--- config.mk ---
export PLATFORM = sky130hd
export DESIGN_NAME = nvram_bk_ctrl
export DESIGN_NICKNAME = d
export VERILOG_FILES = /design/src/rtl/nvram_bk_ctrl.sv
export SDC_FILE = /design/constraint.sdc
export NUM_CORES = 1
export LEC_CHECK = 0
export ABC_CLOCK_PERIOD_IN_PS = 3400
export CAP_MARGIN = 25
export CORE_ASPECT_RATIO = 2
export CORE_MARGIN = 2
export CORE_UTILIZATION = 55
export DETAILED_ROUTE_END_ITERATION = 10
export PLACE_DENSITY_LB_ADDON = 0.25
export SYNTH_ARGS = -nofsm -noshare
export SYNTH_HDL_FRONTEND = slang
export SYNTH_SLANG_ARGS = --single-unit
--- constraint.sdc ---
create_clock -name clk_sys -period 3.4 [get_ports clk_sys]
set_clock_uncertainty 0.15 [all_clocks]
set_input_delay 0.68 -clock clk_sys [delete_from_list [all_inputs] [get_ports clk_sys]]
set_output_delay 0.68 -clock clk_sys [all_outputs]
set_load 0.01 [all_outputs]
--- src/rtl/nvram_bk_ctrl.sv ---
`default_nettype none
// ============================================================================
//  Module      : nvram_bk_ctrl
//  Description : Backup-RAM save/load sequencer. Streams 2^SECT_W consecutive
//                512-byte sectors between the core NVRAM and one of 2^SLOT_W
//                slots of the mounted save image, with dirty tracking and an
//                idle-timed autosave.
//  Ports       : clk_sys/reset       - clock, synchronous active-high reset
//                bk_ena              - image mounted and writable, gates starts
//                load_req/save_req   - level requests, rising edge starts
//                mount_load          - one-cycle pulse, starts a load
//                slot                - slot select, latched at start
//                autosave_en         - enables idle-timed autosave
//                nvram_we            - NVRAM write strobe, sets dirty
//                sd_ack              - host sector acknowledge
//                sd_lba/sd_rd/sd_wr  - sector address and requests
//                bk_loading/bk_busy  - load / any transfer in progress
//                dirty/done          - modified flag, completion pulse
//  Revision    : 1.0 - initial release
// ============================================================================
module nvram_bk_ctrl #(
    parameter int               SECT_W       = 6,
    parameter int               SLOT_W       = 2,
    parameter int               IDLE_W       = 24,
    parameter logic [IDLE_W-1:0] AUTOSAVE_CYC = IDLE_W'(10_000_000)
) (
    input  logic              clk_sys,
    input  logic              reset,
    input  logic              bk_ena,
    input  logic              load_req,
    input  logic              save_req,
    input  logic              mount_load,
    input  logic [SLOT_W-1:0] slot,
    input  logic              autosave_en,
    input  logic              nvram_we,
    input  logic              sd_ack,
    output logic [31:0]       sd_lba,
    output logic              sd_rd,
    output logic              sd_wr,
    output logic              bk_loading,
    output logic              bk_busy,
    output logic              dirty,
    output logic              done
);

    generate
        if (SLOT_W + SECT_W > 32) begin : g_width_check
            $error("nvram_bk_ctrl: SLOT_W + SECT_W must not exceed 32");
        end
    endgenerate

    localparam logic [1:0] c_ST_IDLE = 2'd0;
    localparam logic [1:0] c_ST_REQ  = 2'd1;
    localparam logic [1:0] c_ST_XFER = 2'd2;
    localparam logic [1:0] c_ST_FIN  = 2'd3;

    logic [1:0]        r_state;
    logic [1:0]        w_state_nxt;
    logic              r_load_lvl;
    logic              r_save_lvl;
    logic              r_old_ack;
    logic [SLOT_W-1:0] r_slot_q;
    logic [SECT_W-1:0] r_sector;
    logic              r_is_load;
    logic              r_wr_during;
    logic              r_dirty;
    logic [IDLE_W-1:0] r_idle_cnt;

    logic w_load_lvl, w_save_lvl, w_load_edge, w_save_edge;
    logic w_start_load, w_autosave, w_start_any;
    logic w_ack_rise, w_ack_fall, w_last;
    logic [31:0] w_lba;

    assign w_load_lvl   = load_req & bk_ena;
    assign w_save_lvl   = save_req & bk_ena;
    assign w_load_edge  = w_load_lvl & ~r_load_lvl;
    assign w_save_edge  = w_save_lvl & ~r_save_lvl;
    // Load sources outrank save sources; autosave is the lowest priority.
    assign w_start_load = (mount_load & bk_ena) | w_load_edge;
    assign w_autosave   = autosave_en & bk_ena & r_dirty &
                          (r_idle_cnt >= AUTOSAVE_CYC);
    assign w_start_any  = w_start_load | w_save_edge | w_autosave;
    assign w_ack_rise   = sd_ack & ~r_old_ack;
    assign w_ack_fall   = ~sd_ack & r_old_ack;
    assign w_last       = &r_sector;
    assign w_lba        = (32'(r_slot_q) << SECT_W) | 32'(r_sector);

    // State register
    always_ff @(posedge clk_sys) begin
        if (reset) begin
            r_state <= c_ST_IDLE;
        end else begin
            r_state <= w_state_nxt;
        end
    end

    // Next-state logic
    always_comb begin
        w_state_nxt = r_state;
        case (r_state)
            c_ST_IDLE: if (w_start_any) w_state_nxt = c_ST_REQ;
            c_ST_REQ:  if (w_ack_rise)  w_state_nxt = c_ST_XFER;
            c_ST_XFER: if (w_ack_fall)  w_state_nxt = w_last ? c_ST_FIN : c_ST_REQ;
            default:                    w_state_nxt = c_ST_IDLE;
        endcase
    end

    // Output logic
    always_comb begin
        sd_lba     = w_lba;
        sd_rd      = 1'b0;
        sd_wr      = 1'b0;
        bk_busy    = 1'b0;
        bk_loading = 1'b0;
        done       = 1'b0;
        dirty      = r_dirty;
        case (r_state)
            c_ST_REQ: begin
                sd_rd      = r_is_load;
                sd_wr      = ~r_is_load;
                bk_busy    = 1'b1;
                bk_loading = r_is_load;
            end
            c_ST_XFER: begin
                bk_busy    = 1'b1;
                bk_loading = r_is_load;
            end
            c_ST_FIN: done = 1'b1;
            default: ;
        endcase
    end

    // Datapath: edge registers, sector/slot, dirty tracking, idle counter
    always_ff @(posedge clk_sys) begin
        if (reset) begin
            r_load_lvl  <= 1'b0;
            r_save_lvl  <= 1'b0;
            r_old_ack   <= 1'b0;
            r_slot_q    <= '0;
            r_sector    <= '0;
            r_is_load   <= 1'b0;
            r_wr_during <= 1'b0;
            r_dirty     <= 1'b0;
            r_idle_cnt  <= '0;
        end else begin
            r_load_lvl <= w_load_lvl;
            r_save_lvl <= w_save_lvl;
            r_old_ack  <= sd_ack;

            if (r_state == c_ST_IDLE && w_start_any) begin
                r_slot_q    <= slot;
                r_sector    <= '0;
                r_is_load   <= w_start_load;
                // A write in the start cycle already makes the saved image stale.
                r_wr_during <= nvram_we;
            end else begin
                if (r_state == c_ST_XFER && w_ack_fall && !w_last) begin
                    r_sector <= r_sector + SECT_W'(1);
                end
                if (nvram_we && r_state != c_ST_IDLE) begin
                    r_wr_during <= 1'b1;
                end
            end

            // A write in the completion cycle wins over the clear.
            if (nvram_we) begin
                r_dirty <= 1'b1;
            end else if (r_state == c_ST_FIN && (r_is_load || !r_wr_during)) begin
                r_dirty <= 1'b0;
            end

            if (nvram_we || r_state != c_ST_IDLE) begin
                r_idle_cnt <= '0;
            end else if (r_dirty && !(&r_idle_cnt)) begin
                r_idle_cnt <= r_idle_cnt + IDLE_W'(1);
            end
        end
    end

endmodule
`default_nettype wire
==> results.json <==
{
  "syn_avg_cell_area_um2": 8.910,
  "path_cells": "inv_1 > ha_1 > and2_1 > clkdlybuf4s50_1",
  "syn_area_um2": 2281,
  "die_area_um2": 4709,
  "critPathMaxFanout": 5,
  "track_usage_pct": 20.42,
  "power.density_nw_per_um2": 450.8,
  "wl_per_cell_um": 12.80,
  "drt_iter0_markers": 27,
  "synthFlopType": "dfxtp_1",
  "critPathArrivalTime_ns": 1.71,
  "outcome": "complete, no violations",
  "start_kind": "register",
  "hold_buffers": 0,
  "grt_pass1_vias": 1783,
  "synth_edf_count": 0,
  "async_reset_ff_share_pct": 0,
  "dpl_cell_area_um2": 2474,
  "final_area_um2": 2585,
  "drv_slew": 0,
  "synthTopCellsByArea": "dfxtp_1, buf_4, nor2_1",
  "grt_overflow": 0,
  "hold_viol": 0,
  "worst_path_max_delay_cell": "clkdlybuf4s50_1",
  "portBuffers": 24,
  "die_w_um": 49.54,
  "grt_pass1_wl_mm": 7.514,
  "synth_largest_area_cell": "dfxtp_1",
  "numCtsBuffers": 5,
  "gp_congestion": 0.7763,
  "die_h_um": 95.07,
  "rows": 33,
  "dpl.hpwl_mm": 3.266,
  "clock_sinks": 40,
  "cts_resized": 0,
  "rrSetupSlack_ns": 1.17,
  "syn_to_final_growth_pct": 13.33,
  "max-slew-margin-rel_pct": 53.67,
  "clk_pin_slew_ns": 0.08,
  "ys_types": 47,
  "peakVddDrop_uv": 412.0,
  "ys_seq_area_share_pct": 35.11,
  "cts_root_buf": "clkbuf_8",
  "critPathCaptureType": "output pin",
  "rsz0062_at_grt": "no",
  "worst_pin_slew_ns": 0.6886,
  "synth-seq-cells": 40,
  "syn_inst": 256,
  "postCtsSetupRepairBufs": 0,
  "critical-path-max-stage-delay_ns": 0.52,
  "antenna_found_initial": 0,
  "route.detailed.drc": 0,
  "crit_family": "buffers and inverters",
  "firstDrtPassIters": 4,
  "min_period_ns": 2.543,
  "grt_max_degree": 25,
  "n_fill_cell": 386,
  "drive_above_1_share_pct": 7.092,
  "initial_core_util_pct": 56.37,
  "num_vias": 1783,
  "synth_top_area_share_pct": 35.11,
  "coreArea_um2": 4046,
  "worst-path-buf-inv": 2,
  "cts_buffer_depth": 2,
  "cts_tree": "yes",
  "cp.required_ns": 2.57,
  "fin_setup_tns_ns": 0,
  "maxCapViolations": 0,
  "io_pins": 49,
  "via_per_inst": 5.338,
  "yosys_warnings": 0,
  "setup_viol": 0,
  "clk-insertion-delay-late_ns": 0.29,
  "antenna_cells": 0,
  "finalCritPeriodShare_pct": 74.80,
  "nets": 299,
  "wl_mm": 4.276,
  "hold_path.class": "register to register",
  "ant_nets": 0,
  "p_leak_nw": 0.9197,
  "fmax_ghz": 0.3932,
  "h-tree-depth": 2,
  "worstSetupPathType": "register to output pin"
}
==> path summary, 6_finish.rpt <==
| path | startpoint | end | cells past startpoint |
|---|---|---|---|
| worst max-delay path | r_state[0] | bk_loading | 4 |
| worst max register to register | r_idle_cnt[16] | r_idle_cnt[9] | 6 |
| worst min register to register | r_idle_cnt[5] | r_idle_cnt[5] | 2 |
| worst min-delay path | r_idle_cnt[5] | r_idle_cnt[5] | 2 |
==> metrics by stage <==
| step | cells | utilization [%] | hold slack, ns | setup slack [ns] | power (W) |
|---|---|---|---|---|---|
| finish | 334 | 63.88 | 0.3471 | 0.8568 | 0.001165 |
| global route | 334 | 63.88 | 0.3775 | 0.7419 | 0.001221 |
| CTS | 334 | 63.88 | 0.3519 | 0.8411 | 0.001174 |
| detailed placement | 326 | 61.13 | 0.3418 | 0.8201 | 0.0007898 |
| global placement | 326 | 61.13 | 0.3347 | 0.8654 | 0.0007903 |
| floorplan | 279 | - | 0.3110 | 1.375 | 0.0007174 |
==> area by class of cell <==
type / count / area [µm²] / share of cell area (%)
clock inverter: 3 / 42.54 / 1.646
tap: 52 / 65.06 / 2.517
sequential: 40 / 800.8 / 30.98
timing repair buffer: 24 / 240.2 / 9.293
clock buffer: 5 / 68.82 / 2.662
inverter: 15 / 56.30 / 2.178
multi-input combinational: 195 / 1311 / 50.73
==> state kept, by name, indices dropped and copies added (netlist names) <==
name         flops
r_is_load        1
r_old_ack        1
dirty            1
r_slot_q         2
r_sector         6
r_idle_cnt      24
r_state          2
r_save_lvl       1
r_load_lvl       1
r_wr_during      1
==> tightest hold or removal path: stages, from the launching register on <==
cell and delay, ns:
dfxtp_1 0.33, o21ai_0 0.07, a21oi_1 0.06
==> synth_stat cells, types with 3 or more instances <==
cell type / count
a21oi_1: 6
a311oi_1: 4
and2_1: 3
and3_1: 6
and4_1: 4
buf_4: 24
clkbuf_1: 5
dfxtp_1: 40
ha_1: 7
inv_1: 15
mux2i_1: 4
nand2_1: 9
nand2b_1: 5
nand3_1: 12
nand4_1: 4
nor2_1: 35
nor3_1: 6
o211ai_1: 3
o21ai_0: 6
or3_1: 4
xnor2_1: 14
xor2_1: 10
==> layout by cell type, fill, tap and decap left out, types with 7 or more instances in the layout <==
cell type and instances:
xor2_1 10, dfxtp_1 40, xnor2_1 14, nand2_1 9
nand3_1 12, clkdlybuf4s50_1 24, inv_1 15, conb_1 24
ha_1 7, nor2_1 35
==> layer usage <==
metal	vias to the layer above	track usage (%)	share of wire (%)
met1	838	20.06	37
li1	888	-	-
met2	50	39.44	57
met4	0	11.57	2.5
met5	-	0	0
met3	7	2.821	3.4
==> cell families after synthesis <==
family	Yosys count	share of synthesized area (%)
AND/OR/NAND/NOR	103	25.73
buffers and inverters	44	11.19
flip-flops	40	35.11
AO/OA/AOI/OAI	33	13.00
XOR/XNOR	24	9.216
adder cells (fa/ha/maj)	7	3.840
multiplexers	4	1.755
other	1	0.1644
==> power breakdown <==
part           total, W  switching, W  internal (W)
clock          0.000385      0.000168      0.000217
sequential     0.000512     0.0000203      0.000492
combinational  0.000268      0.000144      0.000124
total           0.00117      0.000333      0.000833
Note: power is estimated with default switching activity, not from simulation.
